## src/rtl/asteroids_pkg.sv

```systemverilog
// ============================================================================
// asteroids_pkg : constants and types shared by the torpedo launch logic
// Revision      : 1.0
// ============================================================================
`default_nettype none

package asteroids_pkg;

  localparam int T_NUM = 4;

  typedef enum logic [1:0] {
    IDLE     = 2'd0,
    LAUNCH   = 2'd1,
    COOLDOWN = 2'd2
  } torp_arb_state_t;

endpackage

`default_nettype wire

```

## src/rtl/torpedo_rr_pick.sv

```systemverilog
// ============================================================================
// torpedo_rr_pick : combinational round-robin first-free slot finder
// Revision        : 1.0
// ============================================================================
`default_nettype none

module torpedo_rr_pick #(
  parameter int T_NUM = 4
) (
  input  logic [T_NUM-1:0]         eff_busy_i,
  input  logic [$clog2(T_NUM)-1:0] last_i,
  output logic [$clog2(T_NUM)-1:0] sel_o,
  output logic                     any_free_o
);

  localparam int IW = $clog2(T_NUM);

  logic [IW-1:0] cand;

  // Walk the offsets from farthest to nearest so the nearest free slot wins.
  always_comb begin
    sel_o      = '0;
    any_free_o = 1'b0;
    cand       = '0;
    for (int i = T_NUM; i >= 1; i--) begin
      cand = IW'((int'(last_i) + i) % T_NUM);
      if (!eff_busy_i[cand]) begin
        sel_o      = cand;
        any_free_o = 1'b1;
      end
    end
  end

endmodule

`default_nettype wire

```

## src/rtl/torpedo_launch_arbiter.sv

```systemverilog
// ============================================================================
// torpedo_launch_arbiter : round-robin torpedo slot allocator with cooldown
// Option macro           : TORPEDO_AUTOFIRE_EN (level-triggered autofire)
// Revision               : 1.0
// ============================================================================
`default_nettype none

module torpedo_launch_arbiter #(
  parameter int T_NUM           = asteroids_pkg::T_NUM,
  parameter int COOLDOWN_FRAMES = 8,
  parameter int RESERVE_CYCLES  = 3
) (
  input  logic                     clk,
  input  logic                     reset,
  input  logic                     fire_i,
  input  logic                     frame_tick_i,
  input  logic                     enable_i,
  input  logic [T_NUM-1:0]         slot_busy_i,
  output logic [T_NUM-1:0]         launch_o,
  output logic [$clog2(T_NUM)-1:0] slot_idx_o,
  output logic                     ready_o,
  output logic                     drop_o,
  output logic [15:0]              shots_o
);

  import asteroids_pkg::*;

  localparam int IW = $clog2(T_NUM);

  torp_arb_state_t state_q, state_d;
  logic [T_NUM-1:0] launch_q, launch_d;
  logic [IW-1:0]    slot_idx_q, slot_idx_d;
  logic [15:0]      shots_q, shots_d;
  logic             drop_q, drop_d;
  logic [7:0]       cd_q, cd_d;
  logic             res_vld_q, res_vld_d;
  logic [IW-1:0]    res_idx_q, res_idx_d;
  logic [1:0]       res_tmr_q, res_tmr_d;

  logic [T_NUM-1:0] reserved_mask;
  logic [T_NUM-1:0] eff_busy;
  logic [IW-1:0]    sel;
  logic             any_free;
  logic             req;

  always_comb begin
    reserved_mask = '0;
    if (res_vld_q) reserved_mask[res_idx_q] = 1'b1;
  end

  assign eff_busy = slot_busy_i | reserved_mask;

  torpedo_rr_pick #(
    .T_NUM (T_NUM)
  ) u_pick (
    .eff_busy_i (eff_busy),
    .last_i     (slot_idx_q),
    .sel_o      (sel),
    .any_free_o (any_free)
  );

`ifdef TORPEDO_AUTOFIRE_EN
  // hold_q silences a held trigger after it has produced one drop.
  logic hold_q, hold_d;

  assign req = fire_i & ~hold_q;

  always_comb begin
    hold_d = fire_i & (hold_q | ((state_q == IDLE) & req & enable_i & ~any_free));
  end

  always_ff @(posedge clk or posedge reset) begin
    if (reset) hold_q <= 1'b0;
    else       hold_q <= hold_d;
  end
`else
  logic fire_d_q;

  assign req = fire_i & ~fire_d_q;

  always_ff @(posedge clk or posedge reset) begin
    if (reset) fire_d_q <= 1'b0;
    else       fire_d_q <= fire_i;
  end
`endif

  always_comb begin
    state_d    = state_q;
    launch_d   = '0;
    drop_d     = 1'b0;
    slot_idx_d = slot_idx_q;
    shots_d    = shots_q;
    cd_d       = cd_q;
    res_vld_d  = res_vld_q;
    res_idx_d  = res_idx_q;
    res_tmr_d  = res_tmr_q;

    // Reservation ends once the unit reports busy or the timer runs out.
    if (res_vld_q) begin
      if (slot_busy_i[res_idx_q] || (res_tmr_q <= 2'd1)) begin
        res_vld_d = 1'b0;
        res_tmr_d = 2'd0;
      end else begin
        res_tmr_d = res_tmr_q - 2'd1;
      end
    end

    case (state_q)
      IDLE: begin
        if (req && enable_i) begin
          if (any_free) begin
            state_d        = LAUNCH;
            launch_d[sel]  = 1'b1;
            slot_idx_d     = sel;
            shots_d        = (shots_q == 16'hFFFF) ? shots_q : shots_q + 16'd1;
            res_vld_d      = 1'b1;
            res_idx_d      = sel;
            res_tmr_d      = 2'(RESERVE_CYCLES);
            cd_d           = 8'(COOLDOWN_FRAMES);
          end else begin
            drop_d = 1'b1;
          end
        end
      end
      LAUNCH: begin
        if (enable_i) begin
          state_d = COOLDOWN;
        end else begin
          state_d = IDLE;
          cd_d    = 8'd0;
        end
      end
      COOLDOWN: begin
        if (!enable_i) begin
          state_d = IDLE;
          cd_d    = 8'd0;
        end else if (cd_q == 8'd0) begin
          state_d = IDLE;
        end else if (frame_tick_i) begin
          cd_d = cd_q - 8'd1;
        end
      end
      default: begin
        state_d = IDLE;
      end
    endcase
  end

  always_ff @(posedge clk or posedge reset) begin
    if (reset) begin
      state_q    <= IDLE;
      launch_q   <= '0;
      slot_idx_q <= IW'(T_NUM - 1);
      shots_q    <= 16'd0;
      drop_q     <= 1'b0;
      cd_q       <= 8'd0;
      res_vld_q  <= 1'b0;
      res_idx_q  <= '0;
      res_tmr_q  <= 2'd0;
    end else begin
      state_q    <= state_d;
      launch_q   <= launch_d;
      slot_idx_q <= slot_idx_d;
      shots_q    <= shots_d;
      drop_q     <= drop_d;
      cd_q       <= cd_d;
      res_vld_q  <= res_vld_d;
      res_idx_q  <= res_idx_d;
      res_tmr_q  <= res_tmr_d;
    end
  end

  assign launch_o   = launch_q;
  assign slot_idx_o = slot_idx_q;
  assign drop_o     = drop_q;
  assign shots_o    = shots_q;
  // Gated by reset so the port reads 0 while reset is held.
  assign ready_o    = ~reset & (state_q == IDLE) & enable_i & any_free;

endmodule

`default_nettype wire

```

## config.mk

```make
export PLATFORM = sky130hd
export DESIGN_NAME = torpedo_launch_arbiter
export DESIGN_NICKNAME = d
export VERILOG_FILES = /design/src/rtl/asteroids_pkg.sv /design/src/rtl/torpedo_rr_pick.sv /design/src/rtl/torpedo_launch_arbiter.sv
export SDC_FILE = /design/constraint.sdc
export NUM_CORES = 1
export LEC_CHECK = 0
export ABC_AREA = 1
export BUFFER_PORTS_ARGS = -buffer_cell sky130_fd_sc_hd__buf_4
export CAP_MARGIN = 5
export CELL_PAD_IN_SITES_DETAIL_PLACEMENT = 1
export CELL_PAD_IN_SITES_GLOBAL_PLACEMENT = 1
export CORE_UTILIZATION = 39
export CTS_BUF_LIST = sky130_fd_sc_hd__clkbuf_8
export CTS_CLUSTER_DIAMETER = 150
export DETAILED_ROUTE_END_ITERATION = 16
export PLACE_DENSITY_LB_ADDON = 0.25
export SYNTH_ARGS = -nofsm -noshare
export SYNTH_HDL_FRONTEND = slang
export SYNTH_SLANG_ARGS = --single-unit
export TNS_END_PERCENT = 1
```

## constraint.sdc

```tcl
create_clock -name clk -period 1.6 [get_ports clk]
set_clock_uncertainty 0.2 [all_clocks]
set_input_delay 0.4 -clock clk [delete_from_list [all_inputs] [get_ports clk]]
set_output_delay 0.4 -clock clk [all_outputs]
set_load 0.05 [all_outputs]
```

== Word level (Yosys, flattened, before mapping) ==
Cells that the tools add are included.

* Bitwise operators: 8
* Muxes and demuxes: 52
* Order comparisons: 9
* Reductions and logical operators: 11
* Equality and inequality tests: 9
* $add $sub $neg: 7

{| class="wikitable"
|+ Operator list
! operator !! count
|-
| $mux W8 || 6
|-
| $mux W2 || 14
|-
| $pmux W8 S3 || 1
|-
| $mux W1 || 19
|-
| $lt A2 B3 Y1 const B || 6
|-
| $add A16 B1 Y16 const B || 1
|-
| $eq A16 B16 Y1 const B || 1
|-
| $mux W4 || 4
|-
| $bmux W1 S2 || 5
|-
| $ne A3 B3 Y1 const B || 3
|-
| $logic_not A8 Y1 || 1
|-
| $sub A8 B1 Y8 const B || 1
|-
| $ne A2 B2 Y1 const B || 3
|-
| $pmux W2 S3 || 1
|-
| $reduce_and A3 Y1 || 2
|-
| $reduce_and A6 Y1 || 1
|-
| $add A2 B1 Y2 const B || 2
|-
| $add A2 B2 Y2 const B || 2
|-
| $and A1 B1 Y1 || 4
|-
| $demux W1 S2 || 2
|-
| $ge A2 B1 Y1 const B || 2
|-
| $or A4 B4 Y4 || 1
|-
| $reduce_and A4 Y1 || 1
|-
| $logic_and A1 B1 Y1 || 3
|-
| other kinds (8) || 10
|}

* Bits in registers: 39
* Input bits: 9
* Output and inout bits: 24
* Logic and storage cells: 106

== Depth between registers and ports, before layout ==
* Depth in word-level cells: 19
* Depth in mapped cells: 12
* Gate-level depth less buffers: 12

== By module ==
A second synthesis with hierarchy kept.

* Cells, all modules: 353
* Area, all modules: 2,482.4 um^2

{| class="wikitable"
|+ By module, submodules not included
! module !! instances !! cells each !! area each (um^2) !! sequential area each (um^2)
|-
| torpedo_launch_arbiter || 1 || 303 || 2,259.7 || 978.4
|-
| torpedo_rr_pick || 1 || 50 || 222.7 || 0.0
|}

== Worst setup path after synthesis ==
OpenSTA, ideal clock, no wires.

* Path type: flip-flop to output port
* From: register slot_idx_q[0] (netlist: slot_idx_o[0])
* To: output port ready_o
* Data required time: 1.000 ns
* Stages on the path, launching flop included: 8
* Data arrival time: 2.677 ns
* Path slack: -1.677 ns
* Buffers on the path: 1
* Path through: dfstp_2 buf_4 nand3_1 nand2_2 nor2_2 nand2_2 inv_2 nor4_1

* Cells in the longest elaborated chain, start to end: 8
* Elaborated cells on any way between the ends: 17
* Those cells by class: add/sub (4); mux (12); bitwise (1)

{| class="wikitable"
|+ Ends and longest elaborated chain
! element !! line !! RTL
|-
| start, declared || torpedo_launch_arbiter.sv:32 || <nowiki>logic [IW-1:0] slot_idx_q, slot_idx_d;</nowiki>
|-
| start signal, assigned || torpedo_launch_arbiter.sv:153 || <nowiki>slot_idx_q <= IW'(T_NUM - 1);</nowiki>
|-
| start signal, assigned || torpedo_launch_arbiter.sv:163 || <nowiki>slot_idx_q <= slot_idx_d;</nowiki>
|-
| $add A2 B1 Y2 || torpedo_rr_pick.sv:26 || <nowiki>cand = IW'((int'(last_i) + i) % T_NUM);</nowiki>
|-
| $bmux W1 S2 || torpedo_rr_pick.sv:27 || <nowiki>if (!eff_busy_i[cand]) begin</nowiki>
|-
| $mux W1 (implied by the code) || torpedo_rr_pick.sv:27 ||
|-
| $mux W1 (3 in a row) || torpedo_rr_pick.sv:27 ||
|-
| $mux W1 (*) || torpedo_rr_pick.sv:27 ||
|-
| $and A1 B1 Y1 (*) || torpedo_launch_arbiter.sv:178 || <nowiki>assign ready_o = ~reset & (state_q == IDLE) & enable_i & any_free;</nowiki>
|-
| end, declared || torpedo_launch_arbiter.sv:21 || <nowiki>output logic ready_o,</nowiki>
|}

Every way passes the cells marked *; elsewhere a longest branch is shown, timed or not. The select of a mux whose other input is x is not followed.

== Worst setup path in the final report ==
Same ends and word-level chain as after synthesis.

==> results.py <==
metrics = {
    "grt": {
        "grt_antenna_before_repair": 0,
        "grt_pass1_vias": 2738,
        "grt.total_usage_pct": 26.2,
        "overflow": 0,
        "grt_pass1_wl_um": 13200,
        "grt_max_degree": 40,
    },
    "hold_path": {
        "hp-start": "fire_i",
        "whs_endpoint": "fire_d_q",
        "worstHoldPathCells": 1,
        "hp-class": "in -> reg",
    },
    "clock_tree": {
        "cts_tree": "done",
        "cts_sinks": 39,
        "h-tree-depth": 2,
        "numCtsBuffers": 5,
        "cts_root_buffer": "clkbuf_8",
        "path_clk_slew_ps": 80,
        "insertion_delay_ps": 310,
        "cts_max_path_buffers": 2,
    },
    "route": {
        "post_drt_wl_per_cell_um": 15.9,
        "first_iter_violations": 87,
        "finalWirelength_um": 8140,
        "vias": 2557,
        "routed_via_density": 4.98,
        "first_pass_iters": 4,
        "postRouteAntennaNets": 0,
        "drc": 0,
    },
    "timing": {
        "tightest_slew_ps": 437,
        "rsz0062_at_grt": "yes",
        "fin_crit_sh_pct": 144,
        "slew-limit-headroom_pct": 70.9,
        "postLayoutSetupSlackWorst_ps": -701,
        "slew_viol_final": 0,
        "finalHoldViolCount": 0,
        "period_minus_slack_ps": 2300,
        "final-setup-viol-count": 47,
        "max_clock_freq_mhz": 435,
    },
    "worst_setup_path": {
        "critical_path_required_ps": 1000,
        "cp_max_fo": 7,
        "worstSetupEndpointType": "output pin",
        "r2r_start": "state_q[1]",
        "r2r_setup_slack_ps": -410,
        "worst-setup-path-type": "reg -> out",
        "worstRegToRegCells": 10,
        "crit_arrival_ps": 1700,
        "r2r-end": "cd_q[2]",
        "cp-start-kind": "flip-flop",
    },
    "final_layout": {
        "n_antenna_cell": 0,
        "syn2layout_area_growth_pct": 44.9,
        "final_net_count": 452,
        "drive_above_1_share_pct": 37.4,
        "fin_util_pct": 59.7,
    },
    "logic_synthesis": {
        "syn_inst": 330,
        "yosysSeqAreaShare_pct": 39.4,
        "synth_seq_cells": 39,
        "syn_area_sq_um": 2480,
        "yosys_warnings": 0,
        "synth_cell_types": 33,
        "syn-num-nets": 345,
        "avgSynthCellArea_sq_um": 7.53,
    },
    "floorplanning": {
        "die-area_sq_um": 6690,
        "core_region_area_sq_um": 6030,
        "rows": 28,
        "initial_core_util_pct": 41.2,
        "io_pins": 33,
        "die_w_um": 81.8,
        "chipHeight_um": 81.8,
    },
    "placed_design": {
        "routabilityCongestion": 0.867,
        "dp_hpwl_um": 5680,
        "port_buffers": 32,
    },
    "run": {
        "maxCapViolations": 0,
    },
    "run_status": {
        "violations": "negative setup slack",
        "status": "complete, but fails checks",
    },
    "pwr": {
        "power_uw": 5490,
        "cellPowerDensity_nw_per_um2": 1530,
        "leakage_uw": 0.00183,
        "ir_drop_v": 0.00104,
    },
}
-- logic make-up after synthesis --
group | share of synthesized area [%]
AOI/OAI and AO/OA | 6.90
xor gates and xnor gates | 5.99
adders and majority gates | 3.02
buffers and inverters | 8.71
DFF | 39.4
and+or+nand+nor | 36.0
-- registers in the layout, indices dropped and copies added, names as in the netlist --
name,flops
fire_d_q,1
res_idx_q,2
res_tmr_q,2
res_vld_q,1
shots_o,16
drop_o,1
slot_idx_o,2
launch_o,4
state_q,2
cd_q,8
-- metal layers --
metal / vias up / share of wire [%] / GRT usage (%)
met1: 1230 / 42 / 32.4
met4: 0 / 2.2 / 8.77
met5: - / 0 / 0
met2: 45 / 53 / 45.5
met3: 15 / 2.9 / 4.78
li1: 1267 / - / -
-- through the flow --
step	area (sq um)	hold WS (ps)	setup TNS [ps]	instances	worst slack (ps)
floorplan	2500	231	-17440	330	-768
global placement	3350	302	-8750	503	-349
detailed placement	3350	314	-12810	503	-468
CTS	3530	8.23	-12610	512	-728
global route	3600	-1.60	-17560	513	-771
finish	3600	7.89	-12740	513	-701
-- layout by cell type (no fill, tap or decap), types with 2 or more instances in the layout --
| cell | n |
|---|---|
| buf_8 | 4 |
| inv_2 | 5 |
| xnor2_1 | 9 |
| o21ai_0 | 4 |
| dfstp_2 | 2 |
| dfrtp_1 | 31 |
| nand3_2 | 4 |
| a21oi_1 | 2 |
| nor3_1 | 9 |
| buf_6 | 16 |
| nand4_1 | 4 |
| clkbuf_8 | 5 |
| xor2_1 | 7 |
| nand2_2 | 10 |
| nand2_4 | 3 |
| nand3_1 | 40 |
| inv_1 | 33 |
| o21ai_1 | 3 |
| dfrtp_2 | 6 |
| nor2_1 | 24 |
| nor2_2 | 3 |
| buf_4 | 83 |
| o21ai_2 | 12 |
| buf_12 | 3 |
| ha_1 | 6 |
| nand2_1 | 94 |
-- cell usage after synthesis, drive strengths merged --
library cell	count	area share, %
nor2	28	4.7
xor2	8	2.8
o31ai	1	0.30
o21ai	19	5.6
inv	38	5.7
nand4	4	1.0
nand3b	1	0.30
nor3	9	1.8
nand2	108	18
and3	1	0.25
buf	7	3.0
nand3	44	9.1
a31oi	1	0.25
or2	2	0.50
xnor2	9	3.2
a21oi	2	0.40
ha	6	3.0
dfrtp	37	37
o211ai	1	0.30
dfstp	2	2.1
nor4	2	0.50
-- how the worst max path moves through the flow --
stage                         end           start  depth (start not counted)  slack (ps)
after detailed placement  ready_o    res_idx_q[1]                          9        -470
final                     ready_o   slot_idx_o[0]                          7        -700
after global placement    ready_o  slot_busy_i[1]                          9        -350
after CTS                 ready_o    res_idx_q[0]                          9        -730
after global routing      ready_o   slot_idx_o[0]                          7        -770
after floorplan           ready_o   slot_idx_o[0]                          7        -770
-- power breakdown --
group	leakage (uW)	switching, uW	total, uW	internal, uW
sequential	0.000510	196	1410	1210
combinational	0.00127	2000	3390	1390
clock	0.0000453	394	693	299
total	0.00183	2590	5490	2900
-- what timing repair did --
| action | in CTS | in global routing |
|---|---|---|
| pin swaps | 1 | 4 |
| hold endpoints to repair | 37 | 0 |
| buffers inserted | 0 | 1 |
| endpoints found under the setup margin | 54 | 54 |
| gates cloned | 0 | 0 |
| hold buffers | 1 | 0 |
| resized for setup | 25 | 18 |
-- final cells by class --
type / count / area (sq um)
timing repair buffer: 107 / 933
inverter: 38 / 145
clock buffer: 5 / 68.8
multi-input combinational: 246 / 1360
clock inverter: 3 / 16.3
tap: 75 / 93.8
sequential: 39 / 986
fill: 751 / 2430
-- worst max-delay path, cell delays in order (launching register included) --
cell	delay [ps]
dfstp_2	610
nand3_1	110
nand2_2	100
nor2_2	50
nand2_2	100
inv_4	60
nor4_4	160
buf_6	200
Note: power is estimated with default switching activity, not from simulation.
